**src/rtl/mp_add_sequencer.sv**
```systemverilog
// mp_add_sequencer
//   Multi-precision add/subtract sequencer. Operands arrive least-significant
//   word first, one A/B word pair per accepted input handshake. Each pair goes
//   through a single shared 32-bit Sklansky adder, and the carry is chained
//   between words through carry_reg. Each result word is held in a single
//   output register. That register has valid/ready handshaking with full
//   backpressure.
//
// Ports
//   clk, rst            clock, synchronous active-high reset
//   start, len, sub     operation request (len = words-1, sub = A-B); IDLE only
//   busy                high whenever an operation is in progress
//   in_valid/in_ready   input word handshake; a_word, b_word carry the data
//   out_valid/out_ready output word handshake; s_word carries the data,
//                       out_last marks the final word
//   done                one-cycle pulse after the final word is consumed
//   carry_out           final carry (subtract: 1 = no borrow), held until next start

module sklansky_adder32 (
  input  logic [31:0] a,
  input  logic [31:0] b,
  input  logic        cin,
  output logic [31:0] sum,
  output logic        cout
);
  logic [31:0] g_pre;
  logic [31:0] p_pre;
  logic [31:0] p_bit;
  logic [32:0] carry;

  assign p_bit = a ^ b;

  // Five prefix levels. At level gl, every bit whose gl-th index bit is set
  // merges with the top bit of the block of 2^gl bits just below it.
  // After the last level, g_pre[i]/p_pre[i] span bits [i:0].
  genvar gl, gi;
  generate
    for (gl = 0; gl < 5; gl++) begin : g_level
      logic [31:0] g_in;
      logic [31:0] p_in;
      logic [31:0] g_out;
      logic [31:0] p_out;

      if (gl == 0) begin : g_first
        assign g_in = a & b;
        assign p_in = a ^ b;
      end else begin : g_chain
        assign g_in = g_level[gl-1].g_out;
        assign p_in = g_level[gl-1].p_out;
      end

      for (gi = 0; gi < 32; gi++) begin : g_bit
        if (((gi >> gl) & 1) == 1) begin : g_merge
          localparam int J = ((gi >> gl) << gl) - 1;
          assign g_out[gi] = g_in[gi] | (p_in[gi] & g_in[J]);
          assign p_out[gi] = p_in[gi] & p_in[J];
        end else begin : g_pass
          assign g_out[gi] = g_in[gi];
          assign p_out[gi] = p_in[gi];
        end
      end
    end
  endgenerate

  assign g_pre = g_level[4].g_out;
  assign p_pre = g_level[4].p_out;

  // carry[k] is the carry into bit k: the prefix over bits [k-1:0] folded with cin.
  assign carry = {g_pre | (p_pre & {32{cin}}), cin};
  assign sum   = p_bit ^ carry[31:0];
  assign cout  = carry[32];
endmodule

module mp_add_sequencer #(
  parameter int MAX_WORDS = 8,
  parameter int LEN_W     = 3
) (
  input  logic             clk,
  input  logic             rst,
  input  logic             start,
  input  logic [LEN_W-1:0] len,
  input  logic             sub,
  output logic             busy,
  input  logic             in_valid,
  output logic             in_ready,
  input  logic [31:0]      a_word,
  input  logic [31:0]      b_word,
  output logic             out_valid,
  input  logic             out_ready,
  output logic [31:0]      s_word,
  output logic             out_last,
  output logic             done,
  output logic             carry_out
);
  typedef enum logic [1:0] {
    ST_IDLE  = 2'd0,
    ST_RUN   = 2'd1,
    ST_FLUSH = 2'd2
  } state_t;

  state_t           state_reg, state_next;
  logic [LEN_W-1:0] len_reg, len_next;
  logic [LEN_W-1:0] cnt_reg, cnt_next;
  logic             sub_reg, sub_next;
  logic             carry_reg, carry_next;
  logic [31:0]      s_word_reg, s_word_next;
  logic             out_valid_reg, out_valid_next;
  logic             out_last_reg, out_last_next;
  logic             done_reg, done_next;
  logic             carry_out_reg, carry_out_next;

  logic             accept;
  logic             consume;
  logic [31:0]      add_b;
  logic [31:0]      add_sum;
  logic             add_cout;

  // Subtraction is A + ~B + 1. The +1 comes from preloading carry_reg with sub.
  assign add_b = b_word ^ {32{sub_reg}};

  sklansky_adder32 u_adder (
    .a    (a_word),
    .b    (add_b),
    .cin  (carry_reg),
    .sum  (add_sum),
    .cout (add_cout)
  );

  // A new word can be taken when the output register is empty or is being
  // drained in this same cycle.
  assign in_ready = (state_reg == ST_RUN) && (!out_valid_reg || out_ready);
  assign accept   = in_valid && in_ready;
  assign consume  = out_valid_reg && out_ready;

  assign busy      = (state_reg != ST_IDLE);
  assign out_valid = out_valid_reg;
  assign s_word    = s_word_reg;
  assign out_last  = out_last_reg;
  assign done      = done_reg;
  assign carry_out = carry_out_reg;

  always_comb begin
    state_next     = state_reg;
    len_next       = len_reg;
    cnt_next       = cnt_reg;
    sub_next       = sub_reg;
    carry_next     = carry_reg;
    s_word_next    = s_word_reg;
    out_valid_next = out_valid_reg;
    out_last_next  = out_last_reg;
    done_next      = 1'b0;
    carry_out_next = carry_out_reg;

    case (state_reg)
      ST_IDLE: begin
        if (start) begin
          state_next     = ST_RUN;
          len_next       = len;
          sub_next       = sub;
          carry_next     = sub;
          cnt_next       = '0;
          carry_out_next = 1'b0;
        end
      end

      ST_RUN: begin
        if (accept) begin
          s_word_next    = add_sum;
          out_valid_next = 1'b1;
          carry_next     = add_cout;
          if (cnt_reg == len_reg) begin
            // The counter is not advanced past len, so it never wraps.
            out_last_next  = 1'b1;
            carry_out_next = add_cout;
            state_next     = ST_FLUSH;
          end else begin
            cnt_next = cnt_reg + 1'b1;
          end
        end else if (consume) begin
          out_valid_next = 1'b0;
          out_last_next  = 1'b0;
        end
      end

      ST_FLUSH: begin
        if (consume) begin
          out_valid_next = 1'b0;
          out_last_next  = 1'b0;
          done_next      = 1'b1;
          state_next     = ST_IDLE;
        end
      end

      default: begin
        state_next = ST_IDLE;
      end
    endcase
  end

  always_ff @(posedge clk) begin
    if (rst) begin
      state_reg     <= ST_IDLE;
      len_reg       <= '0;
      cnt_reg       <= '0;
      sub_reg       <= 1'b0;
      carry_reg     <= 1'b0;
      s_word_reg    <= '0;
      out_valid_reg <= 1'b0;
      out_last_reg  <= 1'b0;
      done_reg      <= 1'b0;
      carry_out_reg <= 1'b0;
    end else begin
      state_reg     <= state_next;
      len_reg       <= len_next;
      cnt_reg       <= cnt_next;
      sub_reg       <= sub_next;
      carry_reg     <= carry_next;
      s_word_reg    <= s_word_next;
      out_valid_reg <= out_valid_next;
      out_last_reg  <= out_last_next;
      done_reg      <= done_next;
      carry_out_reg <= carry_out_next;
    end
  end
endmodule
```
**config.mk**
```make
export PLATFORM = sky130hd
export DESIGN_NAME = mp_add_sequencer
export DESIGN_NICKNAME = d
export VERILOG_FILES = /design/src/rtl/mp_add_sequencer.sv
export SDC_FILE = /design/constraint.sdc
export NUM_CORES = 1
export LEC_CHECK = 0
export BUFFER_PORTS_ARGS = -buffer_cell sky130_fd_sc_hd__buf_2
export CAP_MARGIN = 0
export CORE_MARGIN = 1.5
export CORE_UTILIZATION = 55
export DETAILED_ROUTE_END_ITERATION = 6
export GPL_TIMING_DRIVEN = 0
export HOLD_SLACK_MARGIN = 0.12
export PLACE_DENSITY = 0.85
export RECOVER_POWER = 25
export SLEW_MARGIN = 40
export SYNTH_ARGS = -nofsm -noshare
export SYNTH_HDL_FRONTEND = slang
export SYNTH_SLANG_ARGS = --single-unit
```
**constraint.sdc**
```tcl
create_clock -name clk -period 9.1 [get_ports clk]
set_input_delay 2.73 -clock clk [delete_from_list [all_inputs] [get_ports clk]]
set_output_delay 2.73 -clock clk [all_outputs]
set_load 0.03 [all_outputs]
```
After elaboration in Yosys (flattened, before gate mapping)
Cells that the tools add are included.

storage, ports and cells
  flip-flop bits (word level) = 46
  bits in latches = 0
  bits in writable memories = 0
  bits in read-only memories = 0
  input bits = 73
  output and inout bits = 38
  memories kept = 0

operators by class
  $add $sub $neg = 1
  multiply operators = 0
  divide/modulo/power cells = 0
  magnitude comparators = 0
  equal/unequal tests = 9
  shifts and indexed selects = 0
  mux-type cells = 24
  bitwise gates (word level) = 247
  reduce and logical (&&, ||, !) cells = 17

operators with widths
  operator                                        count
  AND 1 bit                                       160
  bitwise XOR 32 bit                              3
  OR 1 bit                                        80
  AND 32 bit                                      2
  OR 32 bit                                       1
  AND reduction 4 bit                             3
  2-to-1 mux 1 bit                                11
  2-to-1 mux 3 bit                                3
  2-to-1 mux 2 bit                                4
  != test 2 bit (second input constant)           4
  one-hot mux 1 bit (2 select lines)              4
  one-hot mux 2 bit (3 select lines)              1
  one-hot mux 3 bit (2 select lines)              1
  AND reduction 2 bit                             3
  nonzero test 2 bit                              3
  adder 3 x 1 -> 3 bit (second input constant)    1
  == test 3 bit                                   1
  logical AND 1 bit                               3
  != test 3 x 2 -> 1 bit (second input constant)  1
  AND reduction 3 bit                             1
  == test 2 x 1 -> 1 bit (second input constant)  1
  == test 2 bit (second input constant)           1
  logical NOT 2 bit                               1
  != test 2 x 1 -> 1 bit (second input constant)  1
  other kinds (4)                                 4

Depth between registers and ports, before layout
Gate-level depths: netlist of the first run.

  depth in word-level cells = 16
  depth in mapped cells = 11
  gate-level depth less buffers = 9

By module
A second synthesis of the first run with hierarchy kept.

unflattened totals
  cells, all modules = 461
  area total of the unflattened synthesis = 3687.3 um2

modules (own cells, without submodules)
  module            times used  cells each  area each (um2)  seq. area each (um2)
  mp_add_sequencer  1           277         2268.4           920.9
  sklansky_adder32  1           184         1418.9           0.0

Worst setup path after synthesis of the first run
Ideal clock, no wire load.

  path kind = input to output
  start = in out_ready
  end = out in_ready
  arrival = 3.002 ns
  required time = 6.370 ns
  slack = 3.368 ns
  stages on the path = 1
  cells stage by stage = o21a_1

between the ends
  word-level cells in the longest chain between the ends = 2

RTL lines
  element            RTL line  text
  start, declared    89        input logic out_ready,
  logical OR 1 bit   131       assign in_ready = (state_reg == ST_RUN) && (!out_valid_reg || out_ready);
  logical AND 1 bit  131
  end, declared      85        output logic in_ready,

Every way passes these cells.

Final worst setup path of the first run
Ends and elaborated chain as after synthesis.

==> summary by stage, run 1 <==
Worst setup path
For the worst flop-to-flop path, the logic depth is 11. The setup slack on the worst flop-to-flop path is about 5.4 ns. The worst register-to-register path ends at s_word[28]$_SDFFE_PP0P_. The critical register-to-register path startpoint is sub_reg$_SDFFE_PP0P_. Along the worst path, the maximum fanout reaches 5. The required time at the worst-slack endpoint is around 6.4 ns.

The worst setup path is of the in2out kind. The data arrival time of the worst path is around 3.2 ns. The startpoint kind of the worst setup timing path is a primary input.

The worst setup path is captured at an output port.

Min path
The path with the worst hold slack has its endpoint at s_word[4]$_SDFFE_PP0P_. The startpoint identified for the worst hold timing path is s_word[4]$_SDFFE_PP0P_. Counting instances, the worst hold path has a depth of 2. The type of the worst min-delay path is reg2reg.

Clock tree
The clock passes through at most 2 buffers. In this run the post-CTS setup repair buffer count came out at 0. In this run the number of H-tree levels came out at 2. The TritonCTS buffer count is 5. The clock slew at the register clock pins of the worst setup and hold paths is roughly 0.09 ns. The root cell of the clock tree is clkbuf_8.

The hold buffer count at cts is 0. The number of gates resized after CTS was 0. For this design, the sink count on the clock tree is 46.

TritonCTS built the clock tree. The clock latency on the worst-skew pair is a little over 0.3 ns.

Yosys
The synthesized design spends more area on one cell type than any other, namely dfxtp_1. The main flop type after synthesis is dfxtp_1. The share of the synthesized area in the top cell type is about a quarter. The total number of yosys warnings is 0.

Ranked by total cell area, the synthesized netlist is headed by dfxtp_1 25%, ha_1 13%, xor2_1 8.7%. The synthesized area divided by synthesized cell count is slightly above 8 sq um. The fraction of the yosys area taken by sequential cells is about a quarter. The synthesized cell area is approximately 0.0036 sq mm. The number of enable-type register cells in the synthesized netlist is 0.

After synthesis, the share of flip-flops with an asynchronous set or reset is 0%. The instance count of the mapped netlist is about 440. The register bit count reported by yosys is 46. The number of nets in the synthesized netlist is ~560. The number of distinct standard cells referenced by the synthesized netlist is 61.

STA
The final critical delay including setup and external delays is just under 6 ns. The final count of negative-setup-slack endpoints is 0. The worst hold margin is 0.4603 ns. The total count of max-transition violations in the final report is 0.

The final hold violation count was 0. The worst-margin pin slew is 0.7647 ns. The clock skew is between 0.009 and 0.01 ns. Static timing analysis puts the maximum clock frequency at between 150 and 200 MHz.

In the final timing run, aggregate negative setup slack is 0 ns. The final period utilization is around two thirds. In this run the tightest slew margin relative to its limit is about half. Setup repair after global routing left no endpoint under its margin.

Finish
The post-layout instance area is about 0.0043 sq mm. The number of nets in the layout is around 670. The number of fill cells in the layout is roughly 570.

Across the whole layout, storage elements account for 920.9 sq um. Of the cells placed in the final design, the portion with a size suffix greater than 1 is 19.40%. The relative area change from synthesis to final layout is 19.63%. 0 antenna diodes ended up in the layout.

The top cell types in the final layout, fill and taps aside, are 89 x buf_2, 46 x dfxtp_1, 44 x nand2_1, 39 x clkbuf_1, 37 x ha_1. The most common library cell in the layout ignoring fill and taps is buf_2. Summing all multi-input logic gate instances after layout gives 0.002597 sq mm.

Cells fill about two thirds of the core in the end. The register with the most flip-flops in the layout has 32 of them.

Power
The post-route total power is between 900 and 1000 uW. The switching power total is approximately 440 uW. The worst-case IR drop observed on VDD is 137.8 uV.

Internal power comes to roughly 490 uW. The share of total power in combinational logic is between 50% and 60%. The total leakage power is approximately 0.002 uW.

Per report_power, the clock group accounts for roughly 14% of the total. For this design the ratio of total power to cell area is around 220 mW/mm^2. The fraction of power spent switching nets is 47.49%. In this run, flip-flops and latches consume 27.4% of the power.

Status
The flow ran to the end, and the final reports show no timing, DRC or antenna violations.

Global routing
The first-pass GRT wire length is 16,610 microns. The number of antenna violations at the first check in global routing is 0. The overall fraction of global-route tracks in use is 28.59%. Summed over all layers, the global routing overflow is 0. The maximum number of pins on one net before global-route repair is 15. The number of global-route vias before repair is between 3,000 and 4,000.

Routing
For this block, the via count after detailed routing is just under 4,000. The remaining antenna violation count is 0. The DRC violation count after routing is 0. The wire length per cell after detailed routing is 16.22 microns. The detailed router's first-iteration violation count is roughly 260. The number of search-and-repair iterations in the first detailed-routing pass is 5. The via density per instance is 6.125. The final routed wirelength across all metal layers is between 10,000 and 15,000 microns.

Floorplanning
The die covers 0.007089 sq mm. Row generation in the floorplan step produced 29 rows. For this configuration, the core starts out at a cell density of a little under three fifths.

The total core area is 0.006350 sq mm. The height of the die is around 84 microns. The die width is 84.20 microns. approximately 110 I/O pins were placed.

Placed design
The placed wire-length estimate after detailed placement is between 7000 and 8000 microns. At the end of routability-driven placement, the weighted congestion stood at roughly 0.9. Once placement finished, the instance area stood at between 0.004 and 0.005 sq mm. During placement, the flow inserted port buffers numbering 110.

Job
The number of max-capacitance violations reported is 0.
==> critical path: stages <==
cell    delay, ns
buf_2        0.12
o21a_1       0.17
buf_2        0.17
==> Yosys cell counts, types with 5 or more instances <==
cell type / number
o211ai_1: 8
dfxtp_1: 46
o21ai_0: 15
nand3b_1: 5
ha_1: 37
nand2_1: 44
nor3_1: 14
a31oi_1: 6
and2_1: 5
inv_1: 9
clkbuf_1: 17
nor3b_1: 5
nor2_1: 15
and3_1: 7
or3_1: 12
a21oi_1: 36
o21a_1: 7
xor2_1: 36
xnor2_1: 8
a21o_1: 12
nand3_1: 34
==> logic make-up after synthesis <==
logic type	count (synthesis)	synth area share, %
compound gates	119	22.84
fa+ha+maj	38	13.32
mux	2	0.5866
buf+inv	30	3.105
xor+xnor	44	10.63
simple gates	165	24.12
flops	46	25.40
==> layer usage <==
metal / global-route usage [%] / vias to the layer above / part of all wire [%]
met1: 36.39 / 1819 / 43
li1: - / 1867 / -
met2: 48.51 / 197 / 47
met5: 0 / - / 0
met4: 11.18 / 0 / 2.7
met3: 4.523 / 31 / 7.5
==> area by class of cell <==
class | count | area share [%]
Multi-Input combinational cell | 368 | 59.88
Sequential cell | 46 | 21.23
Timing Repair Buffer | 110 | 12.09
Tap cell | 77 | 2.221
Buffer | 21 | 1.817
Clock buffer | 6 | 1.673
Inverter | 9 | 0.7788
Clock inverter | 2 | 0.3173
==> worst max path at each step <==
| stage | from | to | slack (ns) | cells past startpoint |
|---|---|---|---|---|
| 2_1_floorplan | out_ready | in_ready | 3.37 | 1 |
| 3_3_place_gp | out_ready | in_ready | 3.17 | 3 |
| 3_5_place_dp | out_ready | in_ready | 3.17 | 3 |
| 4_1_cts | out_ready | in_ready | 3.17 | 3 |
| 5_1_grt | out_ready | in_ready | 3.14 | 3 |
| 6_report | out_ready | in_ready | 3.17 | 3 |
==> power groups by stage <==
stage | Combinational [uW] | Sequential (uW) | Clock, uW
after floorplan | 356 | 305 | 0
after global placement | 524 | 259 | 0
after detailed placement | 539 | 260 | 0
after CTS | 543 | 256 | 129
after global routing | 602 | 260 | 139
final | 547 | 256 | 132
==> per-stage QoR <==
| stage | cells | worst slack, ns |
|---|---|---|
| final | 639 | 3.171 |
| after floorplan | 444 | 3.368 |
| after detailed placement | 631 | 3.170 |
| after CTS | 639 | 3.169 |
| after global routing | 639 | 3.141 |
| after global placement | 631 | 3.174 |
No activity file was read; power rests on OpenSTA's default activity.
==> run 2: changes to the inputs <==
--- a/config.mk
+++ b/config.mk
@@ -5,14 +5,15 @@
 export SDC_FILE = /design/constraint.sdc
 export NUM_CORES = 1
 export LEC_CHECK = 0
+export ABC_AREA = 1
 export BUFFER_PORTS_ARGS = -buffer_cell sky130_fd_sc_hd__buf_2
 export CAP_MARGIN = 0
 export CORE_MARGIN = 1.5
-export CORE_UTILIZATION = 55
+export CORE_UTILIZATION = 53
 export DETAILED_ROUTE_END_ITERATION = 6
 export GPL_TIMING_DRIVEN = 0
 export HOLD_SLACK_MARGIN = 0.12
-export PLACE_DENSITY = 0.85
+export PLACE_DENSITY = 0.81
 export RECOVER_POWER = 25
 export SLEW_MARGIN = 40
 export SYNTH_ARGS = -nofsm -noshare
==> constraint.sdc (replaced) <==
create_clock -name clk -period 5.9 [get_ports clk]
set_input_delay 1.77 -clock clk [delete_from_list [all_inputs] [get_ports clk]]
set_output_delay 1.77 -clock clk [all_outputs]
set_load 0.03 [all_outputs]
==> run 2 against run 1 <==
Sequential cell count stayed put. Setup slack worse by 1.4 ns. Cell count is 27% higher. Global-route usage is 2.8 points lower. Sequential power is 71% higher. Clock skew is 0.0045 ns higher. Combinational power is 110% higher. Via count is 8.5% higher. Routed wire length is 1.4% lower. First-iteration DRC count is 11% lower. Critical endpoint unchanged. Highest routed layer unchanged.
==> summary by stage, run 2 <==
Yosys
Sorting the synthesized cells by how often they occur yields 122 x nand2_1, 88 x inv_1, 52 x nand3_1. The register bit count reported by yosys is 46 (unchanged). Summed over all instances, the cell type with the most area after synthesis is dfxtp_1.

After synthesis, the cell types taking the most area are dfxtp_1 24%, ha_1 12%, nand2_1 12%. The fraction of the yosys area taken by sequential cells came to 23.69% (-1.7 points). The synthesized area divided by synthesized cell count was 6.567 sq um (-20%). The proportion of synthesized flip-flops having asynchronous set or reset is 0% (unchanged). The synthesized cell area was 0.003887 sq mm (+7.2%). The number of distinct standard cells referenced by the synthesized netlist was 35 (-43%). For this run, the leading register cell type out of synthesis is dfxtp_1.

The instance count of the mapped netlist came to 592 (+33%). The number of enable-type register cells in the synthesized netlist came to 0 (unchanged). The total number of yosys warnings is 0 (unchanged). Among all cell types in the netlist, the one instantiated most often is nand2_1. The share of the synthesized area in the top cell type is 23.69% (-1.7 points). The net count after synthesis is 703 (+27%).

STA
Setup repair after global routing left no endpoint under its margin. The final count of negative-setup-slack endpoints is 0 (unchanged). The final critical path takes up between 60% and 70% of the cycle.

The setup total negative slack is 0 ns (unchanged). The final worst setup slack came to 1.770 ns (-1.401 ns). The clock skew is 0.01403 ns (+0.004514 ns). The maximum frequency from static timing analysis is about 240 MHz.

The total count of max-transition violations in the final report was 0 (unchanged). The routed design could run at a clock period as short as just over 4 ns. The headroom to the max-slew limit is 45.49% (-3.5 points). The worst-margin pin slew is 0.8177 ns (+0.05298 ns). The worst hold margin came to 0.4859 ns (+0.02553 ns). The final hold violation count is 0 (unchanged).

Clock tree
The count of instances resized after the clock tree is built is 0 (unchanged). The clock slew at the register clock pins of the worst setup and hold paths is 0.10 ns (about the same). The root cell of the clock tree is clkbuf_8. The clock latency on the worst-skew pair is 0.31 ns (about the same). TritonCTS built the clock tree.

The total number of clock tree sinks is 46 (unchanged). The maximum clock path buffer count is 2 (unchanged). The number of levels the H-tree was split into is 2 (unchanged). The post-CTS setup buffer count is 0 (unchanged). The TritonCTS buffer count was 5 (unchanged). The hold buffer count at cts was 0 (unchanged).

Finish
The utilization after layout is 64.57% (-3.7 points). The antenna cell count was 0 (unchanged). In the layout the commonest cells are 122 x nand2_1, 93 x buf_2, 88 x inv_1, 52 x nand3_1, 49 x a21oi_1. The number of fill cells in the layout was 691 (+21%).

The most common library cell in the layout ignoring fill and taps is nand2_1. The number of flip-flops under the largest register name is 32 (unchanged). The number of nets in the layout is 820 (+22%). The relative area change from synthesis to final layout is 19.18%.

The share of cells above drive strength 1 was 15.77% (-3.6 points). The final cell count without fillers is 809 (+27%).

Placed design
The number of placed cells counting well taps is 801 (+27%). The placed wire-length estimate after detailed placement is 8011 microns (+3.3%). The placer congestion estimate is 0.9202 (+2.0%).

The number of port buffers is 110 (unchanged). The minimum setup slack after placement is 1.764 ns (-1.406 ns).

Worst setup path
The required time at the worst-slack endpoint is 4.13 ns (-2.24 ns). The startpoint kind of the worst setup timing path is a primary input. By startpoint and endpoint, the worst setup path is classified as in2out. Tracing the worst setup path back leads to its startpoint at out_ready. STA classifies the critical path endpoint as an output port. The number of cells on the worst reg-to-reg path is 16 (+5). The data arrival time of the worst path is 2.36 ns (-0.84 ns). The worst register-to-register path begins at sub_reg$_SDFFE_PP0P_. The maximum fanout along the worst path came to 3 (-2).

Power
The clock group share of total power was 11.5% (-2.6 points). The switching power total is 918.3 uW (+110%). The power density of the placed cells is 382.3 mW/mm^2 (+77%).

The fraction of power spent switching nets is 51.84% (+4.4 points). The total leakage power came to 0.002567 uW (+29%). The share of total power in combinational logic is 63.8% (+5.3 points). The total internal power is 853.0 uW (+74%).

The register share of total power is 24.7% (-2.7 points). The worst voltage drop across the vdd grid came to 173.7 uV (+26%).

Global routing
The total grt overflow came to 0 (unchanged). The overall fraction of global-route tracks in use is 25.82% (-2.8 points). The number of global-route vias before repair is 3,658 (+0.80%). The global routing's busiest layer is met2. The first-pass GRT wire length is 15,970 microns (-3.9%). The maximum number of pins on one net before global-route repair is 17 (+2). The met2 track demand over resource in global routing came to 44.77% (-3.7 points).

The global-route met1 utilization is 32.45% (-3.9 points). The number of antenna violations at the first check in global routing is 0 (unchanged). The met3 demand-to-capacity share in global routing came to 4.291% (-0.23 points).

Floorplanning
The initial core utilization was 54.18% (-2.9 points). The total core area is 0.007176 sq mm (+13%). The height of the die is 88.65 microns (+5.3%). The die width is 88.65 microns (+5.3%). The number of top-level pins came to 111 (unchanged). The floorplan row count came to 31 (+6.9%). The area of the die is 0.007858 sq mm (+11%).

Routing
The final routed wirelength across all metal layers was 10,220 microns (-1.4%). The via count is 4,246 (+8.5%). The number of search-and-repair iterations in the first detailed-routing pass came to 5 (unchanged).

The DRC violation count after routing was 0 (unchanged). The detailed router's first-iteration violation count is 234 (-11%). The wire length per cell after detailed routing is 12.64 microns (-22%).

The via density per instance is 5.248 (-14%). The remaining antenna violation count came to 0 (unchanged).

Job
The number of max-capacitance violations reported is 0 (unchanged).

Status
The flow ran to the end, and the final reports show no timing, DRC or antenna violations.

Min path
The min-delay analysis places its worst path in the category reg2reg. The worst hold path depth was 2 (unchanged). The worst hold path begins at out_last$_SDFFE_PP0P_.
==> run 2: path summary, 6_finish.rpt <==
check / endpoint / slack, ns
setup / recovery: in_ready / 1.77
setup reg to reg: s_word[30]$_SDFFE_PP0P_ / 2.44
hold / removal: out_last$_SDFFE_PP0P_ / 0.49
hold reg to reg: out_last$_SDFFE_PP0P_ / 0.49
==> run 2: cells by family after synthesis <==
family	synth area share [%]
buffers and inverters	10.33
xor gates and xnor gates	9.688
AOI/OAI and AO/OA	17.16
and+or+nand+nor	26.71
DFF	23.69
adders and majority gates	12.42
==> run 2: power groups by stage <==
stage               Clock (uW)  Sequential, uW  Combinational, uW
global placement             0             438               1090
CTS                        207             435               1130
floorplan                    0             553                733
global route               221             444               1260
detailed placement           0             441               1120
finish                     204             437               1130
==> run 2: layer usage <==
metal	vias to the layer above	wire length, microns
li1	2163	-
met4	0	176
met3	19	820
met1	1870	4427
met5	-	0
met2	194	4798
==> run 2: area by class of cell <==
| class | instances | area (sq um) | area share [%] |
|---|---|---|---|
| clock buffer | 5 | 68.82 | 1.485 |
| sequential | 46 | 920.9 | 19.88 |
| multi-input combinational | 440 | 2565 | 55.36 |
| tap | 99 | 123.9 | 2.674 |
| clock inverter | 3 | 23.77 | 0.5131 |
| timing repair buffer | 110 | 529.3 | 11.42 |
| inverter | 90 | 337.8 | 7.291 |
| buffer | 16 | 63.81 | 1.377 |
==> run 2: stage by stage <==
step | cell area, sq um | power, uW
after floorplan | 3887 | 1286
after global placement | 4562 | 1525
after detailed placement | 4562 | 1562
after CTS | 4654 | 1768
after global routing | 4633 | 1922
final | 4633 | 1771
==> run 2: worst max-delay path, cell delays in order <==
cell and delay [ns]:
buf_2 0.11, nor2_1 0.24, nor2_1 0.06, buf_2 0.18
